<file path="config.mk">
export PLATFORM = sky130hd
export DESIGN_NAME = param_rom_stream_ctrl
export DESIGN_NICKNAME = d
export VERILOG_FILES = /design/src/rtl/param_rom_pkg.sv /design/src/rtl/param_rom_skid_fifo.sv /design/src/rtl/param_rom_stream_ctrl.sv
export SDC_FILE = /design/constraint.sdc
export NUM_CORES = 1
export LEC_CHECK = 0
export BUFFER_PORTS_ARGS = -buffer_cell sky130_fd_sc_hd__buf_2
export CAP_MARGIN = 20
export CORE_MARGIN = 2
export CORE_UTILIZATION = 40
export CTS_CLUSTER_DIAMETER = 50
export DETAILED_ROUTE_END_ITERATION = 7
export GPL_TIMING_DRIVEN = 0
export SYNTH_ARGS = -nofsm -noshare
export SYNTH_HDL_FRONTEND = slang
export SYNTH_SLANG_ARGS = --single-unit
</file>
<file path="constraint.sdc">
create_clock -name clk -period 28.6 [get_ports clk]
set_input_delay 1.43 -clock clk [delete_from_list [all_inputs] [get_ports clk]]
set_output_delay 1.43 -clock clk [all_outputs]
set_load 0.005 [all_outputs]
</file>
<file path="src/rtl/param_rom_pkg.sv">
// ----------------------------------------------------------------------------
// param_rom_pkg
//   Shared types and constants for the parameter-ROM streaming controller.
//   - state_t          : controller FSM states
//   - DEF_ROM_LATENCY  : default ROM read latency (cycles, ce held high)
// ----------------------------------------------------------------------------
package param_rom_pkg;

   typedef enum logic [1:0] {
      IDLE  = 2'd0,
      ISSUE = 2'd1,
      DRAIN = 2'd2,
      FIN   = 2'd3
   } state_t;

   localparam int DEF_ROM_LATENCY = 2;

endpackage

</file>
<file path="src/rtl/param_rom_skid_fifo.sv">
// ----------------------------------------------------------------------------
// param_rom_skid_fifo
//   Small show-ahead FIFO that absorbs ROM words already in flight when the
//   downstream consumer stalls. The head word is presented combinationally on
//   rdata whenever empty is low. DEPTH need not be a power of two.
//
// Parameters
//   WIDTH : word width in bits
//   DEPTH : number of entries (>= 2)
// Ports
//   clk, rst        : clock, asynchronous active-low reset (clears pointers)
//   push, wdata     : write strobe and data
//   pop             : advance the head (only when not empty)
//   rdata           : head word
//   full, empty     : status flags
//   count           : current occupancy
// ----------------------------------------------------------------------------
module param_rom_skid_fifo
   import param_rom_pkg::*;
#(
   parameter  int WIDTH = 8,
   parameter  int DEPTH = 3,
   localparam int PW    = (DEPTH > 1) ? $clog2(DEPTH) : 1,
   localparam int CW    = $clog2(DEPTH + 1)
) (
   input  logic             clk,
   input  logic             rst,
   input  logic             push,
   input  logic [WIDTH-1:0] wdata,
   input  logic             pop,
   output logic [WIDTH-1:0] rdata,
   output logic             full,
   output logic             empty,
   output logic [CW-1:0]    count
);

   logic [WIDTH-1:0] mem [DEPTH];
   logic [PW-1:0]    wr_ptr;
   logic [PW-1:0]    rd_ptr;

   // Pointers wrap explicitly so non power-of-two depths work.
   function automatic logic [PW-1:0] ptr_inc(input logic [PW-1:0] p);
      return (p == PW'(DEPTH - 1)) ? '0 : p + PW'(1);
   endfunction

   always_ff @(posedge clk) begin
      if (push) mem[wr_ptr] <= wdata;
   end

   always_ff @(posedge clk or negedge rst) begin
      if (!rst) begin
         wr_ptr <= '0;
         rd_ptr <= '0;
         count  <= '0;
      end else begin
         if (push) wr_ptr <= ptr_inc(wr_ptr);
         if (pop)  rd_ptr <= ptr_inc(rd_ptr);
         count <= count + CW'(push) - CW'(pop);
      end
   end

   assign rdata = mem[rd_ptr];
   assign full  = (count == CW'(DEPTH));
   assign empty = (count == '0);

endmodule

</file>
<file path="src/rtl/param_rom_stream_ctrl.sv">
// ----------------------------------------------------------------------------
// param_rom_stream_ctrl
//   Streams the contents of a fixed-latency ROM (addresses 0..DEPTH-1,
//   repeated num_passes times) onto a valid/ready stream at up to one word
//   per cycle. Reads are credit-limited so every word in flight always has a
//   slot in the skid FIFO, which lets the consumer stall at any time without
//   loss.
//
// Parameters
//   DATA_WIDTH, DEPTH, ADDR_WIDTH, ROM_LATENCY, PASS_WIDTH
// Ports
//   clk, rst               : clock, asynchronous active-low reset
//   start, num_passes      : one-cycle request and pass count (IDLE only)
//   busy, done            : activity flag, one-cycle completion pulse
//   rom_addr, rom_ce, rom_q: ROM read port (ce tied high)
//   data_out, data_out_valid, data_out_ready : output stream
//   stall_count            : (PARAM_ROM_STREAM_CTRL_PERF_EN only) saturating
//                            count of cycles with valid & !ready
//
// Build option: define PARAM_ROM_STREAM_CTRL_PERF_EN to add stall_count.
// ----------------------------------------------------------------------------
module param_rom_stream_ctrl
   import param_rom_pkg::*;
#(
   parameter int DATA_WIDTH  = 128,
   parameter int DEPTH       = 576,
   parameter int ADDR_WIDTH  = $clog2(DEPTH) + 1,
   parameter int ROM_LATENCY = DEF_ROM_LATENCY,
   parameter int PASS_WIDTH  = 8
) (
   input  logic                  clk,
   input  logic                  rst,
   input  logic                  start,
   input  logic [PASS_WIDTH-1:0] num_passes,
   output logic                  busy,
   output logic                  done,
   output logic [ADDR_WIDTH-1:0] rom_addr,
   output logic                  rom_ce,
   input  logic [DATA_WIDTH-1:0] rom_q,
   output logic [DATA_WIDTH-1:0] data_out,
   output logic                  data_out_valid,
   input  logic                  data_out_ready
`ifdef PARAM_ROM_STREAM_CTRL_PERF_EN
   ,
   output logic [31:0]           stall_count
`endif
);

   localparam int FIFO_DEPTH = ROM_LATENCY + 1;
   localparam int CW         = $clog2(FIFO_DEPTH + 1);

   state_t                  state, state_n;
   logic [ADDR_WIDTH-1:0]   addr;
   logic [PASS_WIDTH-1:0]   pass_cnt;
   logic [PASS_WIDTH-1:0]   npass;
   logic                    prime;
   logic [ROM_LATENCY:1]    vld_pipe;
   logic [CW-1:0]           inflight;
   logic [CW-1:0]           occ;
   logic [CW:0]             load;
   logic                    accept;
   logic                    issue;
   logic                    credit;
   logic                    last_word;
   logic                    fifo_push;
   logic                    fifo_pop;
   logic                    fifo_full;
   logic                    fifo_empty;

   assign accept    = (state == IDLE) && start;
   assign last_word = (addr == ADDR_WIDTH'(DEPTH - 1)) &&
                      (pass_cnt == npass - PASS_WIDTH'(1));

   // A read may be issued only if, were the consumer to stall from now on,
   // every word already in flight plus this one still fits in the FIFO. The
   // word leaving this cycle frees its slot, which keeps 1 word/cycle going.
   assign load   = {1'b0, occ} + {1'b0, inflight};
   assign credit = load < ((CW+1)'(FIFO_DEPTH) + (CW+1)'(fifo_pop));

   // ---------------------------------------------------------------- FSM
   always_ff @(posedge clk or negedge rst) begin
      if (!rst) state <= IDLE;
      else      state <= state_n;
   end

   always_comb begin
      state_n = state;
      issue   = 1'b0;
      case (state)
         IDLE: begin
            if (start) state_n = (num_passes == '0) ? FIN : ISSUE;
         end
         ISSUE: begin
            // The cycle right after acceptance issues nothing; this places
            // the first word ROM_LATENCY+2 edges after the start edge.
            issue = credit && !prime;
            if (issue && last_word) state_n = DRAIN;
         end
         DRAIN: begin
            if (inflight == '0 && fifo_empty) state_n = FIN;
         end
         FIN: begin
            state_n = IDLE;
         end
         default: state_n = IDLE;
      endcase
   end

   // ---------------------------------------------------- address / passes
   always_ff @(posedge clk or negedge rst) begin
      if (!rst) begin
         addr     <= '0;
         pass_cnt <= '0;
         npass    <= '0;
         prime    <= 1'b0;
      end else begin
         prime <= accept;
         if (accept) begin
            addr     <= '0;
            pass_cnt <= '0;
            npass    <= num_passes;
         end else if (issue) begin
            if (addr == ADDR_WIDTH'(DEPTH - 1)) begin
               addr     <= '0;
               pass_cnt <= pass_cnt + PASS_WIDTH'(1);
            end else begin
               addr <= addr + ADDR_WIDTH'(1);
            end
         end
      end
   end

   // ------------------------------------------------- in-flight tracking
   // vld_pipe[k] marks a read issued k cycles ago; the tag leaving stage
   // ROM_LATENCY lines up with its data on rom_q.
   always_ff @(posedge clk or negedge rst) begin
      if (!rst) begin
         vld_pipe <= '0;
         inflight <= '0;
      end else begin
         vld_pipe[1] <= issue;
         for (int i = 2; i <= ROM_LATENCY; i++) vld_pipe[i] <= vld_pipe[i-1];
         inflight <= inflight + CW'(issue) - CW'(vld_pipe[ROM_LATENCY]);
      end
   end

   assign fifo_push = vld_pipe[ROM_LATENCY];
   assign fifo_pop  = data_out_valid && data_out_ready;

   param_rom_skid_fifo #(
      .WIDTH (DATA_WIDTH),
      .DEPTH (FIFO_DEPTH)
   ) u_fifo (
      .clk   (clk),
      .rst   (rst),
      .push  (fifo_push),
      .wdata (rom_q),
      .pop   (fifo_pop),
      .rdata (data_out),
      .full  (fifo_full),
      .empty (fifo_empty),
      .count (occ)
   );

`ifndef SYNTHESIS
   overflow_chk: assert property (@(posedge clk) disable iff (!rst)
                                  !(fifo_push && fifo_full));
`endif

   // ------------------------------------------------------------ outputs
   assign busy           = (state != IDLE);
   assign done           = (state == FIN);
   assign rom_addr       = addr;
   assign rom_ce         = 1'b1;
   assign data_out_valid = !fifo_empty;

`ifdef PARAM_ROM_STREAM_CTRL_PERF_EN
   always_ff @(posedge clk or negedge rst) begin
      if (!rst)
         stall_count <= '0;
      else if (accept)
         stall_count <= '0;
      else if (data_out_valid && !data_out_ready && stall_count != '1)
         stall_count <= stall_count + 32'd1;
   end
`endif

endmodule

</file>
# Yosys cells after proc, flatten, opt, wreduce, memory -nomap -nowiden
# Memories as Yosys holds them, arrays and structs flattened.
# Cells that the tools add are included.
op_classes:
  addsub: 11
  reduce_logical: 17
  eq_ne: 10
  magnitude_cmp: 1
  muxes: 16
op_table:
  columns: ["operator", "n"]
  rows:
  - ["$mux W11", 3]
  - ["$mux W8", 3]
  - ["$mux W2", 6]
  - ["$add A11 B1 Y11 const B", 1]
  - ["$eq A11 B10 Y1 const B", 1]
  - ["$add A8 B1 Y8 const B", 1]
  - ["$eq A2 B2 Y1 const B", 4]
  - ["$eq A8 B8 Y1", 1]
  - ["$logic_not A8 Y1", 1]
  - ["$pmux W2 S4", 1]
  - ["$sub A8 B1 Y8 const B", 1]
  - ["$logic_and A1 B1 Y1", 6]
  - ["$logic_not A2 Y1", 3]
  - ["$ne A2 B2 Y1 const B", 3]
  - ["$reduce_bool A2 Y1", 3]
  - ["$add A2 B1 Y2", 2]
  - ["$add A2 B1 Y2 const B", 2]
  - ["$sub A2 B1 Y2", 2]
  - ["$add A2 B1 Y3 const A", 1]
  - ["$add A2 B2 Y3", 1]
  - ["$lt A3 B3 Y1", 1]
  - ["$mux W1", 3]
  - ["$reduce_and A3 Y1", 1]
  - ["$eq A2 B1 Y1 const B", 1]
  - ["other kinds (2)", 3]
totals:
  ff_bits: 40
  mem_bits_rw: 384
  in_bits: 140
  out_inout_bits: 143
  memories: 1
  word_cells: 66
memory_table:
  columns: ["memory", "words", "width", "rd", "rd_ports_with_merged_regs", "wr", "line_no", "source"]
  rows:
  - ["u_fifo.mem", 3, 128, 1, 0, 1, "param_rom_skid_fifo.sv:37", "logic [WIDTH-1:0] mem [DEPTH];"]

# Logic depth before layout (Yosys ltp)
depth:
  depth_word: 9
  depth_mapped: 11
  ltp_nobuf: 11

# Cells and area by module
# From an unflattened synthesis, not the netlist that was laid out.
unflattened:
  cells_unflattened: 1060
  hier_area_um2: 16593.4
modules_own_cells:
  columns: ["mod", "n_inst", "seq_area_each_um2", "cells_each", "area_per_inst_um2"]
  rows:
  - ["param_rom_skid_fifo", 1, 11681.2, 838, 14562.7]
  - ["param_rom_stream_ctrl", 1, 850.8, 222, 2030.7]

# Worst setup path before layout
# Ideal clock, no wire load.
synth_path:
  kind: "register to register"
  startpoint: "register vld_pipe[2] (netlist bit)"
  endpoint: "memory u_fifo.mem[2][0] (netlist bit) (enable)"
  n_path_buf: 0
  t_arrival_ns: 9.699
  slack_ns: 18.103
  path_stages_with_launch: 3
  t_required_ns: 27.802
  path_cell_list: "dfrtp_1 > inv_1 > nor3b_1"
synth_via:
  elab_chain_cells: 2
synth_lines:
  columns: ["element", "line_no", "source"]
  rows:
  - ["from (decl)", "param_rom_stream_ctrl.sv:57", "logic [ROM_LATENCY:1] vld_pipe;"]
  - ["from (signal assigned)", "param_rom_stream_ctrl.sv:138", "vld_pipe <= '0;"]
  - ["$mux W1", "param_rom_skid_fifo.sv:47", "if (push) mem[wr_ptr] <= wdata;"]
  - ["$mux W1 (implied by the code)", "param_rom_skid_fifo.sv:47", null]
  - ["to (decl)", "param_rom_skid_fifo.sv:37", null]
# No other way between the ends.

# Final worst setup path
layout_path:
  startpoint: "register u_fifo.rd_ptr[1]"
  endpoint: "output data_out[111]"
layout_via:
  elab_chain_cells: 1
layout_lines:
  columns: ["element", "line_no", "source"]
  rows:
  - ["from (decl)", "param_rom_skid_fifo.sv:39", "logic [PW-1:0] rd_ptr;"]
  - ["from (signal assigned)", "param_rom_skid_fifo.sv:57", "if (pop) rd_ptr <= ptr_inc(rd_ptr);"]
  - ["$mem_v2 Z3 W128", null, null]
  - ["to (decl)", "param_rom_stream_ctrl.sv:40", "output logic [DATA_WIDTH-1:0] data_out,"]
# No other way between the ends.

==> flow_summary_export.csv <==
group,metric,value,unit
final_layout,finish.utilization,50.9,%
pwr,p_leak,0.00781,µW
sta,setup_tns,0,ns
detailed_routing,drc,0,
final_layout,multi_input_area,0.00363,mm²
sta,tightest_slew,0.980,ns
detailed_routing,first_pass_iters,5,
placed_design,place.gp.congestion,0.758,
sta,period_needed,4.90,ns
detailed_routing,drtIter0Drc,512,
synth,synth_compound_area_share,5.39,%
clock_network,clk_latency,0.58,ns
setup_path,cp.required,27.17,ns
die,die_h,207,µm
setup_path,end_kind,"output pin",
global_route,grtUsageMet2,27.1,%
setup_path,worstPathArrival,3.47,ns
synth,synth.avg_cell_area,15.5,µm²
clock_network,clock-sinks,424,
synth,yosysTopAreaCell,"edfxtp_1",
synth,ys_seq_area_share,76.3,%
synth,synthMuxAreaShare,8.00,%
synth,synthDistinctLibCells,46,
die,fp.dieW,207,µm
global_route,antenna_found_initial,13,
sta,finalClockSkew,0.0251,ns
sta,hold_viol,0,
synth,synth_xor_area_share,1.23,%
die,ios,283,
clock_network,clk_pin_slew,0.06,ns
sta,slew_headroom,34.6,%
clock_network,post_cts_resized,0,
final_layout,synthToLayoutAreaGrowth,25.9,%
final_layout,layout-drive-gt1-share,28.6,%
synth,syn_area,0.0164,mm²
synth,yosysMostFrequentCell,"edfxtp_1",
setup_path,crit_fanout,10,
status,outcome,"finished clean",
synth,synth_enable_flop_cells,384,
synth,synthesis.nets,1212,
pwr,ir_drop,0.0614,mV
clock_network,cts_buffers,48,
detailed_routing,routedWlPerCell,18.6,µm
placed_design,post-place-cells,1903,
detailed_routing,post_drt_via_cell_ratio,4.90,
synth,synthTopCellsByCount,"edfxtp_1, nand2_1, o21ai_0, mux2i_1, dfrtp_1",
clock_network,holdBufCountCts,0,
global_route,grt_busiest_layer,"met2",
global_route,gr-usage-all-layers,17.1,%
placed_design,pre_cts_ws,24.19,ns
synth,ys_async_sr_fraction,9.43,%
detailed_routing,routed_wl,37100,µm
final_layout,regArea,0.0125,mm²
sta,setup_viol,0,
synth,synth_top_family_by_area,"multiplexers",
flow_run,max_cap_viol_count,0,
pwr,p_per_area,100,mW/mm²
final_layout,final_nets,1577,
synth,synth.top_cell.area_share,70.2,%
min_path,hold_path.class,"flop to flop",
setup_path,path_class,"flop to output pin",
global_route,first_global_vias,9814,
synth,synthSimpleGateAreaFrac,6.11,%
die,die_area,0.0427,mm²
sta,fin_crit_sh,17.1,%
die,core-area,0.0406,mm²
global_route,overflow,0,
global_route,use_met3,6.97,%
synth,ys_ff_latch,424,
global_route,grt_max_degree,41,
final_layout,num-fill-cells,3428,
setup_path,start_kind,"flop",
placed_design,dpl.hpwl,25500,µm
die,initial_core_util,40.4,%
synth,synth-main-ff-cell,"edfxtp_1",
detailed_routing,num_vias,9772,
clock_network,h-tree-depth,2,
clock_network,post_cts_buffers,0,
die,num_rows,74,
global_route,grt_use_met1,21.3,%
clock_network,cts_root_buffer,"clkbuf_16",
synth,synth_warnings,0,
global_route,grt_pass1_wl,55000,µm
clock_network,cts.path.max_buffers,3,
clock_network,cts_tree,"built",
synth,synth_fa_ha_area_share,1.27,%
detailed_routing,ant_nets,0,
synth,synth.area.top_cells,"edfxtp_1, mux2i_1, dfrtp_1, o21ai_0, nand2_1",
sta,fmax,204,MHz
synth,netlist_instances,1056,
sta,slew_violations,0,
placed_design,portBuffers,281,
sta,rsz0062_at_grt,"no",
sta,worst_slack,23.70,ns
final_layout,fin_cells,1995,
[where the power goes]
group / internal, µW / switching, µW / leakage (µW)
clock network: 405 / 242 / 0.000825
logic: 247 / 374 / 0.00298
registers: 770 / 32.4 / 0.00401
total: 1420 / 649 / 0.00781
[state kept, by name (all words and copies together), names as in the netlist]
signal / flops
u_fifo.wr_ptr: 2
state: 2
u_fifo.rd_ptr: 2
rom_addr: 11
inflight: 2
prime: 1
pass_cnt: 8
u_fifo.count: 2
u_fifo.mem: 384
npass: 8
vld_pipe: 2
[cell type report]
type | instances | area share, %
diodes | 6 | 0.0726
plain buffers | 49 | 1.07
clock buffers | 54 | 6.02
clock inverters | 32 | 2.22
inverters | 13 | 0.236
multi-input cells | 570 | 17.6
flip-flops and latches | 424 | 60.6
well taps | 532 | 3.22
repair buffers | 315 | 8.98
[worst paths after layout]
kind / from / to / slack, ns / depth (start not counted)
worst max register to register: inflight[0] / inflight[1] / 25.73 / 11
worst max-delay path: u_fifo.rd_ptr[1] / data_out[111] / 23.70 / 6
worst min register to register: vld_pipe[1] / vld_pipe[2] / 0.35 / 0
max in group asynchronous: rst / u_fifo.wr_ptr[1] / 27.01 / 1
min in group asynchronous: rst / npass[4] / 1.00 / 1
worst min-delay path: vld_pipe[1] / vld_pipe[2] / 0.35 / 0
[routing by layer]
metal | wire [µm] | vias to the layer above
li1 | - | 4672
met3 | 3600 | 64
met4 | 790 | 18
met5 | 111 | -
met1 | 15100 | 4720
met2 | 17500 | 298
[logic make-up (layout without fill, tap and decap cells)]
group,count (synthesis),in the layout
xor gates and xnor gates,23,23
adders and majority gates,16,16
buffers and inverters,62,463
DFF,424,424
other,1,7
muxes,131,131
AOI/OAI and AO/OA,167,167
and+or+nand+nor,232,232
[stage by stage]
| step | cell area [µm²] | total power, µW | hold slack [ns] |
|---|---|---|---|
| finish | 20700 | 2070 | 0.347 |
| global route | 20700 | 2190 | 0.364 |
| CTS | 20700 | 2100 | 0.350 |
| detailed placement | 19000 | 1450 | 0.336 |
| global placement | 18500 | 1460 | 0.336 |
| floorplan | 16400 | 1160 | 0.331 |
[cell usage in the layout, fill, tap and decap left out, types with 2 or more instances in the layout]
cell type / n
nand3b_1: 3
nor4_1: 3
buf_6: 25
buf_12: 4
or2_1: 2
nor3_1: 5
buf_2: 293
mux2i_1: 130
xor2_1: 7
clkbuf_1: 35
clkinv_4: 4
inv_1: 12
clkinv_1: 12
nor2_1: 20
dfrtp_1: 40
ha_1: 15
nand2_1: 169
a31oi_1: 3
and3_1: 7
a21oi_1: 2
nand4_1: 3
clkbuf_16: 49
bufinv_16: 10
edfxtp_1: 384
buf_8: 5
nand3_1: 6
o21ai_0: 151
diode_2: 6
and3_2: 2
xnor2_1: 16
a21o_1: 3
buf_1: 3
o31ai_1: 2
clkinv_2: 3
buf_4: 3
[critical path, cell delays in order, from the launching register on]
cell and delay (ns):
dfrtp_1 0.59, clkbuf_1 0.60, clkbuf_1 0.80, clkbuf_1 0.50, nand2_1 0.09, o21ai_0 0.15
buf_2 0.18
Power figures use the tool's default switching activity.
